**src/rtl/switch_debounce_sync.sv**
```systemverilog
// switch_debounce_sync
//   Per-channel two-flop synchroniser, stability-counter debouncer, and
//   registered rise/fall pulse generator for raw switch / push-button inputs.
//   Optional build macro: DEBOUNCE_ACTIVE_LOW_EN -- when defined, raw_in is
//   inverted before the synchroniser so active-low buttons read as 1 when
//   pressed. Reset values are identical in both builds.
//   Interface note: there is no valid/ready handshake here; clean_out is a
//   level, rise/fall are single-cycle pulses aligned with the clean_out edge,
//   and busy is a registered "something is still settling" flag.
module switch_debounce_sync #(
  parameter int N_CH          = 3,
  parameter int STABLE_CYCLES = 4
) (
  input  logic            clk,
  input  logic            reset,
  input  logic [N_CH-1:0] raw_in,
  output logic [N_CH-1:0] clean_out,
  output logic [N_CH-1:0] rise,
  output logic [N_CH-1:0] fall,
  output logic            busy
);

  localparam int CNT_W = $clog2(STABLE_CYCLES + 1);
  localparam logic [CNT_W-1:0] CNT_LAST = CNT_W'(STABLE_CYCLES - 1);
  localparam logic [CNT_W-1:0] CNT_ONE  = CNT_W'(1);

  logic [N_CH-1:0]  raw_cond;
  logic [N_CH-1:0]  sync1_q, sync1_d;
  logic [N_CH-1:0]  sync2_q, sync2_d;
  logic [N_CH-1:0]  clean_q, clean_d;
  logic [N_CH-1:0]  rise_q, rise_d;
  logic [N_CH-1:0]  fall_q, fall_d;
  logic             busy_q, busy_d;
  logic [N_CH-1:0]  diff;
  logic [CNT_W-1:0] cnt_q [N_CH];
  logic [CNT_W-1:0] cnt_d [N_CH];

`ifdef DEBOUNCE_ACTIVE_LOW_EN
  // Active-low buttons: a pressed (0) input becomes a logical 1.
  assign raw_cond = ~raw_in;
`else
  // Active-high switches: used as-is.
  assign raw_cond = raw_in;
`endif

  // Next-state: synchroniser shift, per-channel stability count and pulses.
  always_comb begin
    sync1_d = raw_cond;
    sync2_d = sync1_q;
    diff    = sync2_q ^ clean_q;
    clean_d = clean_q;
    rise_d  = '0;
    fall_d  = '0;
    busy_d  = |diff;
    for (int i = 0; i < N_CH; i++) begin
      cnt_d[i] = '0;
      if (diff[i]) begin
        if (cnt_q[i] == CNT_LAST) begin
          // Input has differed long enough: commit it and pulse once.
          clean_d[i] = sync2_q[i];
          rise_d[i]  = sync2_q[i];
          fall_d[i]  = ~sync2_q[i];
        end else begin
          cnt_d[i] = cnt_q[i] + CNT_ONE;
        end
      end
    end
  end

  // State registers with synchronous active-high reset.
  always_ff @(posedge clk) begin
    if (reset) begin
      sync1_q <= '0;
      sync2_q <= '0;
      clean_q <= '0;
      rise_q  <= '0;
      fall_q  <= '0;
      busy_q  <= 1'b0;
      for (int i = 0; i < N_CH; i++) cnt_q[i] <= '0;
    end else begin
      sync1_q <= sync1_d;
      sync2_q <= sync2_d;
      clean_q <= clean_d;
      rise_q  <= rise_d;
      fall_q  <= fall_d;
      busy_q  <= busy_d;
      for (int i = 0; i < N_CH; i++) cnt_q[i] <= cnt_d[i];
    end
  end

  assign clean_out = clean_q;
  assign rise      = rise_q;
  assign fall      = fall_q;
  assign busy      = busy_q;

endmodule

```
**config.mk**
```make
export PLATFORM = sky130hd
export DESIGN_NAME = switch_debounce_sync
export DESIGN_NICKNAME = d
export VERILOG_FILES = /design/src/rtl/switch_debounce_sync.sv
export SDC_FILE = /design/constraint.sdc
export NUM_CORES = 1
export LEC_CHECK = 0
export BUFFER_PORTS_ARGS = -buffer_cell sky130_fd_sc_hd__buf_4
export CORE_MARGIN = 8
export CORE_UTILIZATION = 50
export CTS_BUF_LIST = sky130_fd_sc_hd__clkbuf_8
export DETAILED_ROUTE_END_ITERATION = 7
export PLACE_DENSITY = 0.74
export SLEW_MARGIN = 30
export SYNTH_ARGS = -nofsm -noshare
export SYNTH_HDL_FRONTEND = slang
export SYNTH_SLANG_ARGS = --single-unit
```
**constraint.sdc**
```tcl
create_clock -name clk -period 1.1 [get_ports clk]
set_input_delay 0.165 -clock clk [delete_from_list [all_inputs] [get_ports clk]]
set_output_delay 0.165 -clock clk [all_outputs]
set_load 0.03 [all_outputs]
```
==> metrics.md, run 1 <==
| Metric | Value |
|---|---|
| Power density cells | `1310 mW/mm²` |
| Setup ws final | `0.0414 ns` |
| Comb pwr share | `0.041` |
| Worst-skew pair later-pin latency | `0.25 ns` |
| N_diodes | `0` |
| Grt total ovfl | `0` |
| Grt peak-use layer | `met2` |
| CTS Sinks | `25` |
| Drt total wl | `1420 µm` |
| Critical Path Slowest Stage Cell | `dfxtp_1` |
| Worst Setup Start Kind | `flop` |
| Setup bufs post-CTS | `0` |
| GPL Wtd Cong | `0.656` |
| Post-DP HPWL | `approximately 940 µm` |
| Clock power frac | `0.334` |
| Largest net degree at the start of global routing | `26` |
| Worst setup EP type | `output port` |
| Worst-path maximum fanout | `5` |
| Initial DRC count | `6` |
| Die area | `0.00331 mm²` |
| Die span in x | `57.6 µm` |
| Share of layout cells above drive strength 1 | `0.482` |
| Post-Synthesis Cells | `67` |
| R2r setup slk | `0.05 ns` |
| Root Buffer | `clkbuf_8` |
| CTS Buf Count | `3` |
| WHS | `between 0.1 and 0.15 ns` |
| Status | `finished clean` |
| Hold path depth | `2` |
| Global-route wire length before repair | `2350 µm` |
| Yosys warns | `0` |
| Synthesized net count | `78` |
| Final worst path period share | `0.962` |
| I/O Buffers | `14` |
| Peak Freq | `945 MHz` |
| Number of synthesized register bits | `25` |
| Int Pwr | `1.20 mW` |
| Mapped cell area | `roughly 860 µm²` |
| Distinct cells, synth | `13` |
| Net Switching | `291 µW` |
| Worst slew margin | `0.731` |
| Final Non-Filler Cells | `100` |
| Initial antenna violation count | `0` |
| Req. time, crit path | `between 0.9 and 1 ns` |
| Placed insts | `between 90 and 100` |
| GRT Overall Usage | `0.0872` |
| Crit Reg-Reg Endpoint | `clean_out[1]` |
| Via density | `5.39` |
| Mapped Avg Cell Area | `12.9 µm²` |
| DRT Pass-1 Iters | `2` |
| Post-synthesis sequential area ratio | `0.580` |
| GR Util met3 | `0.0381` |
| Category of the most critical setup path | `flop to output port` |
| Hold crit path type | `input port to flop` |
| Sequential Power Share | `0.625` |
| I/O Pins | `15` |
| Vias in the first global route | `between 500 and 600` |
| H-tree levels | `1` |
| CTS Buffer Depth | `2` |
| Via count | `539` |
| WL per Instance | `14.2 µm` |
| Met2 usage in global routing | `0.141` |
| Hold Vio Cnt, Final | `0` |
| Pwr Total | `1.49 mW` |
| Residual DRC count | `0` |
| Max Slew Vio Count | `0` |
| Reg2reg start | `cnt_q[0][3]` |
| Worst path arrival time | `0.89 ns` |
| Final clock skew | `roughly 0.0011 ns` |
| Hold Path End | `sync1_q[0]` |
| Post-route minimum period | `between 1 and 1.5 ns` |
| Worst-Margin Slew | `0.401 ns` |
| Largest stage delay, worst path | `0.44 ns` |
| Max-cap violations | `0` |
| Top cell family by delay on the critical path | `flip-flops` |
| Peak supply drop | `862 µV` |
| Hold Crit Start | `raw_in[0]` |
| Core footprint | `0.00167 mm²` |
| Worst-path cell chain | `buf_4` |
| Antenna-violating nets left | `0` |
| Initial Util | `0.517` |
| Area grow syn2layout | `31.2%` |
| M1 GR Usage | `0.0981` |
| Switching Fraction | `0.195` |
| CTS tree | `built` |
| Worst reg-to-reg path cell count | `4` |
| Pre-CTS setup slack | `-0.0685 ns` |
| Cell Rows | `15` |
| Die Y-Extent | `roughly 58 µm` |
| Static leakage | `0.409 nW` |
| Buf/Inv on CP | `1` |
| Final setup fails | `0` |
| Reg clk slew, reported paths | `about 0.080 ns` |
| Final nets | `95` |
## flip-flops by register name, summed over array words and instances, names as in the netlist
register   count
busy           1
cnt_q          9
clean_out      3
rise           3
sync2_q        3
sync1_q        3
fall           3
## synth_stat cells
cell / number / area, µm²
ha_1: 6 / 75.1
a31oi_1: 1 / 6.26
inv_1: 3 / 11.3
xnor2_1: 3 / 26.3
buf_2: 2 / 10.0
nor4b_2: 3 / 45.0
mux2i_1: 3 / 30.0
nor2b_1: 6 / 37.5
dfxtp_1: 25 / 500
nor4bb_1: 1 / 10.0
nor2_1: 3 / 11.3
and4bb_2: 5 / 62.6
nor4_1: 6 / 37.5
## how the worst max path moves through the flow
stage / from / to / slack [ns] / depth (start not counted)
2_1_floorplan: cnt_q[0][0] / fall[0] / 0.04 / 3
3_3_place_gp: cnt_q[0][3] / clean_out[1] / -0.02 / 4
3_5_place_dp: cnt_q[0][6] / clean_out[2] / -0.07 / 4
4_1_cts: cnt_q[0][3] / cnt_q[0][5] / 0.009 / 3
5_1_grt: clean_out[2] / clean_out[2] / -0.002 / 1
6_report: clean_out[2] / clean_out[2] / 0.04 / 1
## through the flow
| step | setup TNS (ns) | util | cell area [µm²] |
|---|---|---|---|
| after floorplan | 0 | - | 863 |
| final | 0 | 0.678 | 1130 |
| after global routing | -0.00207 | 0.678 | 1130 |
| after detailed placement | -0.398 | 0.587 | 980 |
| after global placement | -0.0460 | 0.587 | 980 |
| after CTS | 0 | 0.640 | 1070 |
## logic make-up after synthesis
logic type               Yosys count  synth area share
flip-flops                        25             0.580
XOR/XNOR                           3            0.0304
AO/OA/AOI/OAI                      1           0.00725
multiplexers                       3            0.0348
buffers and inverters              5            0.0246
AND/OR/NAND/NOR                   24             0.236
adder cells (fa/ha/maj)            6            0.0870
## power groups by stage
stage          combinational, mW  sequential, mW  clock [mW]
2_1_floorplan             0.0321           0.952           0
3_3_place_gp              0.0549           0.949           0
3_5_place_dp              0.0564           0.950           0
4_1_cts                   0.0571           0.929       0.507
5_1_grt                   0.0668           0.933       0.553
6_report                  0.0607           0.931       0.497
## metal layers
layer | vias to the layer above | part of all wire
met5 | - | 0
met4 | 0 | 0.0084
met3 | 2 | 0.064
met2 | 10 | 0.49
met1 | 256 | 0.44
li1 | 271 | -
## layout by cell type, fill, tap and decap left out
cell type,instances
xnor2_1,1
nor2b_1,6
nor4_2,1
mux2i_1,3
nor4_1,4
buf_4,14
nor2_1,3
nor4_4,1
dfxtp_1,20
inv_1,4
a31oi_1,1
nor4bb_1,1
nor4b_2,3
and4bb_2,5
xnor2_2,2
clkbuf_8,3
ha_2,1
dfxtp_2,5
ha_4,5
## layout make-up
cell class	count	area [µm²]
well taps	17	21.3
flip-flops and latches	25	507
inverters	3	11.3
fillers	121	538
repair buffers	14	105
clock buffers	3	41.3
multi-input cells	37	443
clock inverters	1	3.75
## timing repair
| item | in CTS | in global routing |
|---|---|---|
| pin swaps | 0 | 3 |
| gates cloned | 0 | 0 |
| resized for setup | 7 | 14 |
| setup endpoints to repair | 16 | 9 |
| hold buffers | 0 | 0 |
Note: power is estimated with default switching activity, not from simulation.
==> run 2, diff against run 1 <==
PLACE_DENSITY = 0.75   (was 0.74)
==> metrics.md, run 2 (synthesis results as in run 1) <==
| Metric | Value |
|---|---|
| Root Buffer | `clkbuf_8` |
| Status | `finished clean` |
| Initial Util | `0.517 (unchanged)` |
| I/O Buffers | `14 (unchanged)` |
| CTS hold repair buffers | `0 (unchanged)` |
| Post-DP HPWL | `859 µm (-8.9%)` |
| DRT Pass-1 Iters | `2 (unchanged)` |
| Hold crit path type | `input port to flop` |
| Static leakage | `0.405 nW (-1.0%)` |
| Commonest cells after routing, fill and taps aside | `22 x dfxtp_1, 15 x buf_4, 6 x nor2b_1` |
| Commonest non-fill, non-tap cell in the layout | `dfxtp_1` |
| Largest register FFs | `9 (unchanged)` |
| Die Y-Extent | `57.6 µm (unchanged)` |
| Fillers | `116 (-4.1%)` |
| CTS Sinks | `25 (unchanged)` |
| CTS Buffer Depth | `2 (unchanged)` |
| Largest net degree at the start of global routing | `26 (unchanged)` |
| Switching Fraction | `0.211 (+0.0159)` |
| Net Switching | `322 µW (+11%)` |
| CTS Buf Count | `3 (unchanged)` |
| Drt total wl | `1270 µm (-11%)` |
| Reg clk slew, reported paths | `0.09 ns (about the same)` |
| Setup ws final | `0.0494 ns (+0.00801 ns)` |
| Category of the most critical setup path | `flop to flop` |
| Die area | `0.00331 mm² (unchanged)` |
| Pre-CTS setup slack | `-0.0415 ns (+0.0270 ns)` |
| Post-route minimum period | `1.05 ns (-0.00801 ns)` |
| Grt total ovfl | `0 (unchanged)` |
| H-tree levels | `1 (unchanged)` |
| Residual DRC count | `0 (unchanged)` |
| Hold Vio Cnt, Final | `0 (unchanged)` |
| I/O Pins | `15 (unchanged)` |
| Int Pwr | `1.21 mW (+0.61%)` |
| Unrepaired setup endpoints after global routing | `true` |
| Worst Setup Start Kind | `flop` |
| Power density cells | `1370 mW/mm² (+4.0%)` |
| GRT Overall Usage | `0.0826 (-0.00451)` |
| Final worst path period share | `0.955 (-0.00728)` |
| Die span in x | `57.6 µm (unchanged)` |
| Vias in the first global route | `472 (-13%)` |
| Req. time, crit path | `1.27 ns (+0.33 ns)` |
| N_diodes | `0 (unchanged)` |
| Worst-path maximum fanout | `6 (+1)` |
| Sequential Power Share | `0.609 (-0.016)` |
| Hold path depth | `2 (unchanged)` |
| Via density | `5.21 (-3.4%)` |
| GPL Wtd Cong | `0.655 (-0.12%)` |
| Initial antenna violation count | `0 (unchanged)` |
| Multi-input logic area | `419 µm² (-5.4%)` |
| Worst reg-to-reg path cell count | `3 (-1)` |
| WHS | `0.105 ns (-0.0123 ns)` |
| Final setup fails | `0 (unchanged)` |
| Cell Rows | `15 (unchanged)` |
| Worst path arrival time | `1.22 ns (+0.33 ns)` |
| Final nets | `96 (+1.1%)` |
| Via count | `526 (-2.4%)` |
| Final clock skew | `0.000944 ns (-0.000164 ns)` |
| Area grow syn2layout | `29.4%` |
| Worst slew margin | `0.715 (-0.0157)` |
| Max-cap violations | `0 (unchanged)` |
| Clock power frac | `0.353 (+0.019)` |
| Worst setup EP type | `flop` |
| Worst-Margin Slew | `0.424 ns (+0.0234 ns)` |
| Comb pwr share | `0.038 (-0.003)` |
| Share of layout cells above drive strength 1 | `0.452 (-0.0295)` |
| Core footprint | `0.00167 mm² (unchanged)` |
| Worst-skew pair later-pin latency | `0.26 ns (about the same)` |
| Initial DRC count | `5 (-1)` |
| Max Slew Vio Count | `0 (unchanged)` |
| WL per Instance | `12.6 µm (-12%)` |
| Peak supply drop | `934 µV (+8.3%)` |
| CTS tree | `built` |
| Antenna-violating nets left | `0 (unchanged)` |
| FF+latch area | `504 µm² (-0.49%)` |
| Global-route wire length before repair | `2120 µm (-9.7%)` |
| Peak Freq | `952 MHz (+0.76%)` |
| Most flop-heavy register | `cnt_q` |
run 2: cell count changes in the layout (fill, tap and decap cells not counted), sizes merged:
| cell | change |
|---|---|
| buf | +1 |
| inv | -1 |
| clkinvlp | +1 |
run 2: final timing paths:
kind	slack [ns]	start	end
setup reg to reg	0.05	cnt_q[0][3]	cnt_q[0][5]
hold reg to reg	0.44	sync1_q[1]	sync2_q[1]
setup / recovery	0.05	cnt_q[0][3]	cnt_q[0][5]
hold / removal	0.10	raw_in[2]	sync1_q[2]
run 2: metal layers:
layer / wire length, µm / vias to the layer above / part of all wire / track usage
met5: 0 / - / 0 / 0
met4: 25 / 0 / 0.020 / 0.0643
met3: 91 / 4 / 0.072 / 0.0381
met2: 543 / 13 / 0.43 / 0.113
met1: 608 / 234 / 0.48 / 0.0970
li1: - / 275 / - / -
run 2: final cells by class:
| cell class | instances | share of cell area |
|---|---|---|
| repair buffers | 15 | 0.101 |
| well taps | 17 | 0.0190 |
| clock inverters | 1 | 0.00672 |
| inverters | 3 | 0.0101 |
| flip-flops and latches | 25 | 0.451 |
| clock buffers | 3 | 0.0370 |
| multi-input cells | 37 | 0.375 |
run 2: stage by stage:
step           area (µm²)   util  instances  total power, mW  TNS [ns]
3_3_place_gp          980  0.587         96             1.00   -0.0395
5_1_grt              1120  0.669        101             1.59   -0.0418
4_1_cts              1040  0.620        100             1.54         0
3_5_place_dp          980  0.587         96             1.00    -0.276
2_1_floorplan         863      -         67            0.985         0
6_report             1120  0.669        101             1.53         0
run 2: what timing repair did:
action / in CTS / in global routing
setup endpoints to repair: 18 / 15
gates resized for setup: 3 / 13
cloned: 0 / 0
setup buffers: 0 / 1
pin swaps: 1 / 1
run 2: power by group through the flow:
| stage | clock, mW | sequential, mW | combinational [mW] |
|---|---|---|---|
| 2_1_floorplan | 0 | 0.952 | 0.0321 |
| 3_3_place_gp | 0 | 0.949 | 0.0550 |
| 3_5_place_dp | 0 | 0.949 | 0.0550 |
| 4_1_cts | 0.554 | 0.928 | 0.0550 |
| 5_1_grt | 0.590 | 0.932 | 0.0648 |
| 6_report | 0.540 | 0.930 | 0.0579 |
run 2: worst max-delay path, stage by stage, from the launching register on:
cell	delay [ns]
dfxtp_2	0.34
ha_4	0.16
ha_4	0.17
nor4_1	0.28
==> run 3, diff against run 2 <==
CORE_UTILIZATION = 46   (was 50)
CTS_BUF_LIST = not set   (was sky130_fd_sc_hd__clkbuf_8)
PLACE_DENSITY = 0.7   (was 0.75)
SLEW_MARGIN = not set   (was 30)
==> metrics.md, run 3 (synthesis results as in run 1) <==
| Metric | Value |
|---|---|
| Status | `finished clean` |
| Max Slew Vio Count | `0 (unchanged)` |
| CTS Buffer Depth | `2 (unchanged)` |
| Worst Setup Start Kind | `flop` |
| I/O Pins | `15 (unchanged)` |
| Fillers | `148 (+28%)` |
| N_diodes | `0 (unchanged)` |
| DRT Pass-1 Iters | `2 (unchanged)` |
| Static leakage | `0.397 nW (-2.0%)` |
| GRT Overall Usage | `0.0801 (-0.00259)` |
| Peak supply drop | `1200 µV (+29%)` |
| Req. time, crit path | `1.30 ns (+0.03 ns)` |
| Final worst path period share | `0.964 (+0.00879)` |
| Most flop-heavy register | `cnt_q` |
| Residual DRC count | `0 (unchanged)` |
| Global-route wire length before repair | `2130 µm (+0.66%)` |
| Commonest non-fill, non-tap cell in the layout | `dfxtp_1` |
| Vias in the first global route | `474 (+0.42%)` |
| Worst path arrival time | `1.26 ns (+0.04 ns)` |
| Initial DRC count | `6 (+1)` |
| CTS tree | `built` |
| Cell Rows | `15 (unchanged)` |
| Power density cells | `1250 mW/mm² (-8.9%)` |
| Category of the most critical setup path | `flop to flop` |
| Reg clk slew, reported paths | `0.12 ns (+0.03 ns)` |
| TNS Setup | `0 ns (unchanged)` |
| Drt total wl | `1310 µm (+3.2%)` |
| Worst slew margin | `0.682 (-0.0330)` |
| Via density | `4.83 (-7.2%)` |
| Buf/Inv on CP | `0 (unchanged)` |
| Finished Cell Area | `0.00110 mm² (-1.5%)` |
| Worst-path cell chain | `ha_2 > ha_4 > mux2i_1 > nor2_1` |
| Largest register FFs | `9 (unchanged)` |
| Top Metal Used | `met4` |
| Placed insts | `104 (+8.3%)` |
| CTS Sinks | `25 (unchanged)` |
| Worst-Margin Slew | `0.474 ns (+0.0491 ns)` |
| WL met2 | `554 µm (+2.0%)` |
| Max-cap violations | `0 (unchanged)` |
| Antenna-violating nets left | `0 (unchanged)` |
| CTS Buf Count | `3 (unchanged)` |
| Root Buffer | `clkbuf_4` |
| Area grow syn2layout | `27.5%` |
| Share of layout cells above drive strength 1 | `0.482 (+0.0295)` |
| Final nets | `95 (-1.0%)` |
| Critical Path Slowest Stage Cell | `dfxtp_2` |
| WHS | `0.0631 ns (-0.0416 ns)` |
| Core footprint | `0.00175 mm² (+4.5%)` |
| Final setup fails | `0 (unchanged)` |
| Unrepaired setup endpoints after global routing | `true` |
| Die Y-Extent | `59.3 µm (+3.1%)` |
| Worst-skew pair later-pin latency | `0.31 ns (+0.05 ns)` |
| Post-route minimum period | `1.06 ns (+0.00967 ns)` |
| Post-DP HPWL | `861 µm (+0.19%)` |
| Via count | `522 (-0.76%)` |
| H-tree levels | `1 (unchanged)` |
| Worst-path maximum fanout | `6 (unchanged)` |
| Final clock skew | `0.00434 ns (+0.00340 ns)` |
| Largest stage delay, worst path | `0.35 ns (about the same)` |
| Final Non-Filler Cells | `108 (+6.9%)` |
| GPL Wtd Cong | `0.672 (+2.5%)` |
| I/O Buffers | `14 (unchanged)` |
| Die area | `0.00352 mm² (+6.2%)` |
| Die span in x | `59.3 µm (+3.1%)` |
| Commonest cells after routing, fill and taps aside | `19 x dfxtp_1, 14 x buf_4, 6 x nor2b_1, 6 x dfxtp_2, 5 x and4bb_2` |
| Largest net degree at the start of global routing | `26 (unchanged)` |
| Placed cell areas | `990 µm² (+1.0%)` |
| Metal3 WL | `94 µm (+3.3%)` |
| Peak Freq | `943 MHz (-0.91%)` |
| Pwr Total | `1.37 mW (-10%)` |
| Top cell family by delay on the critical path | `adder cells` |
| Grt total ovfl | `0 (unchanged)` |
| Initial antenna violation count | `0 (unchanged)` |
| Setup bufs post-CTS | `0 (unchanged)` |
| Hold crit path type | `input port to flop` |
| Metal-1 WL | `647 µm (+6.4%)` |
| Hold Vio Cnt, Final | `0 (unchanged)` |
| Worst setup EP type | `flop` |
| Initial Util | `0.495 (-0.0222)` |
| WL per Instance | `12.1 µm (-3.5%)` |
[run 3: power by group]
part           internal, mW  leakage, nW  switching (mW)
sequential            0.921        0.206         0.00821
clock                 0.136       0.0177           0.247
combinational        0.0276        0.174          0.0316
total                  1.08        0.397           0.287
[run 3: routing by layer]
metal | track usage | up-vias
li1 | - | 271
met1 | 0.0936 | 237
met2 | 0.112 | 12
met3 | 0.0521 | 2
met4 | 0.0307 | 0
met5 | 0 | -
[run 3: layout make-up]
class | instances | area (µm²) | area share
clock inverter | 1 | 5.00 | 0.00455
tap | 25 | 31.3 | 0.0284
inverter | 3 | 11.3 | 0.0102
clock buffer | 3 | 22.5 | 0.0205
timing repair buffer | 14 | 105 | 0.0955
multi-input combinational | 37 | 418 | 0.380
sequential | 25 | 508 | 0.461
[run 3: worst paths after layout]
| path | startpoint | to | slack [ns] | cells past startpoint |
|---|---|---|---|---|
| setup / recovery | cnt_q[0][3] | clean_out[1] | 0.04 | 4 |
| hold / removal | raw_in[2] | sync1_q[2] | 0.06 | 2 |
| setup reg to reg | cnt_q[0][3] | clean_out[1] | 0.04 | 4 |
| hold reg to reg | cnt_q[0][0] | cnt_q[0][0] | 0.41 | 1 |
[run 3: metrics by stage]
step / util / setup WS [ns]
2_1_floorplan: - / 0.0443
3_3_place_gp: 0.567 / -0.0232
3_5_place_dp: 0.567 / -0.0460
4_1_cts: 0.594 / -0.00431
5_1_grt: 0.631 / -0.0238
6_report: 0.631 / 0.0398
[run 3: timing repair]
action,in CTS,in global routing
gates resized for setup,5,14
hold buffers,0,0
setup endpoints to repair,19,15
gates cloned,0,0
pin swaps,1,2
endpoints found under the hold margin,0,0
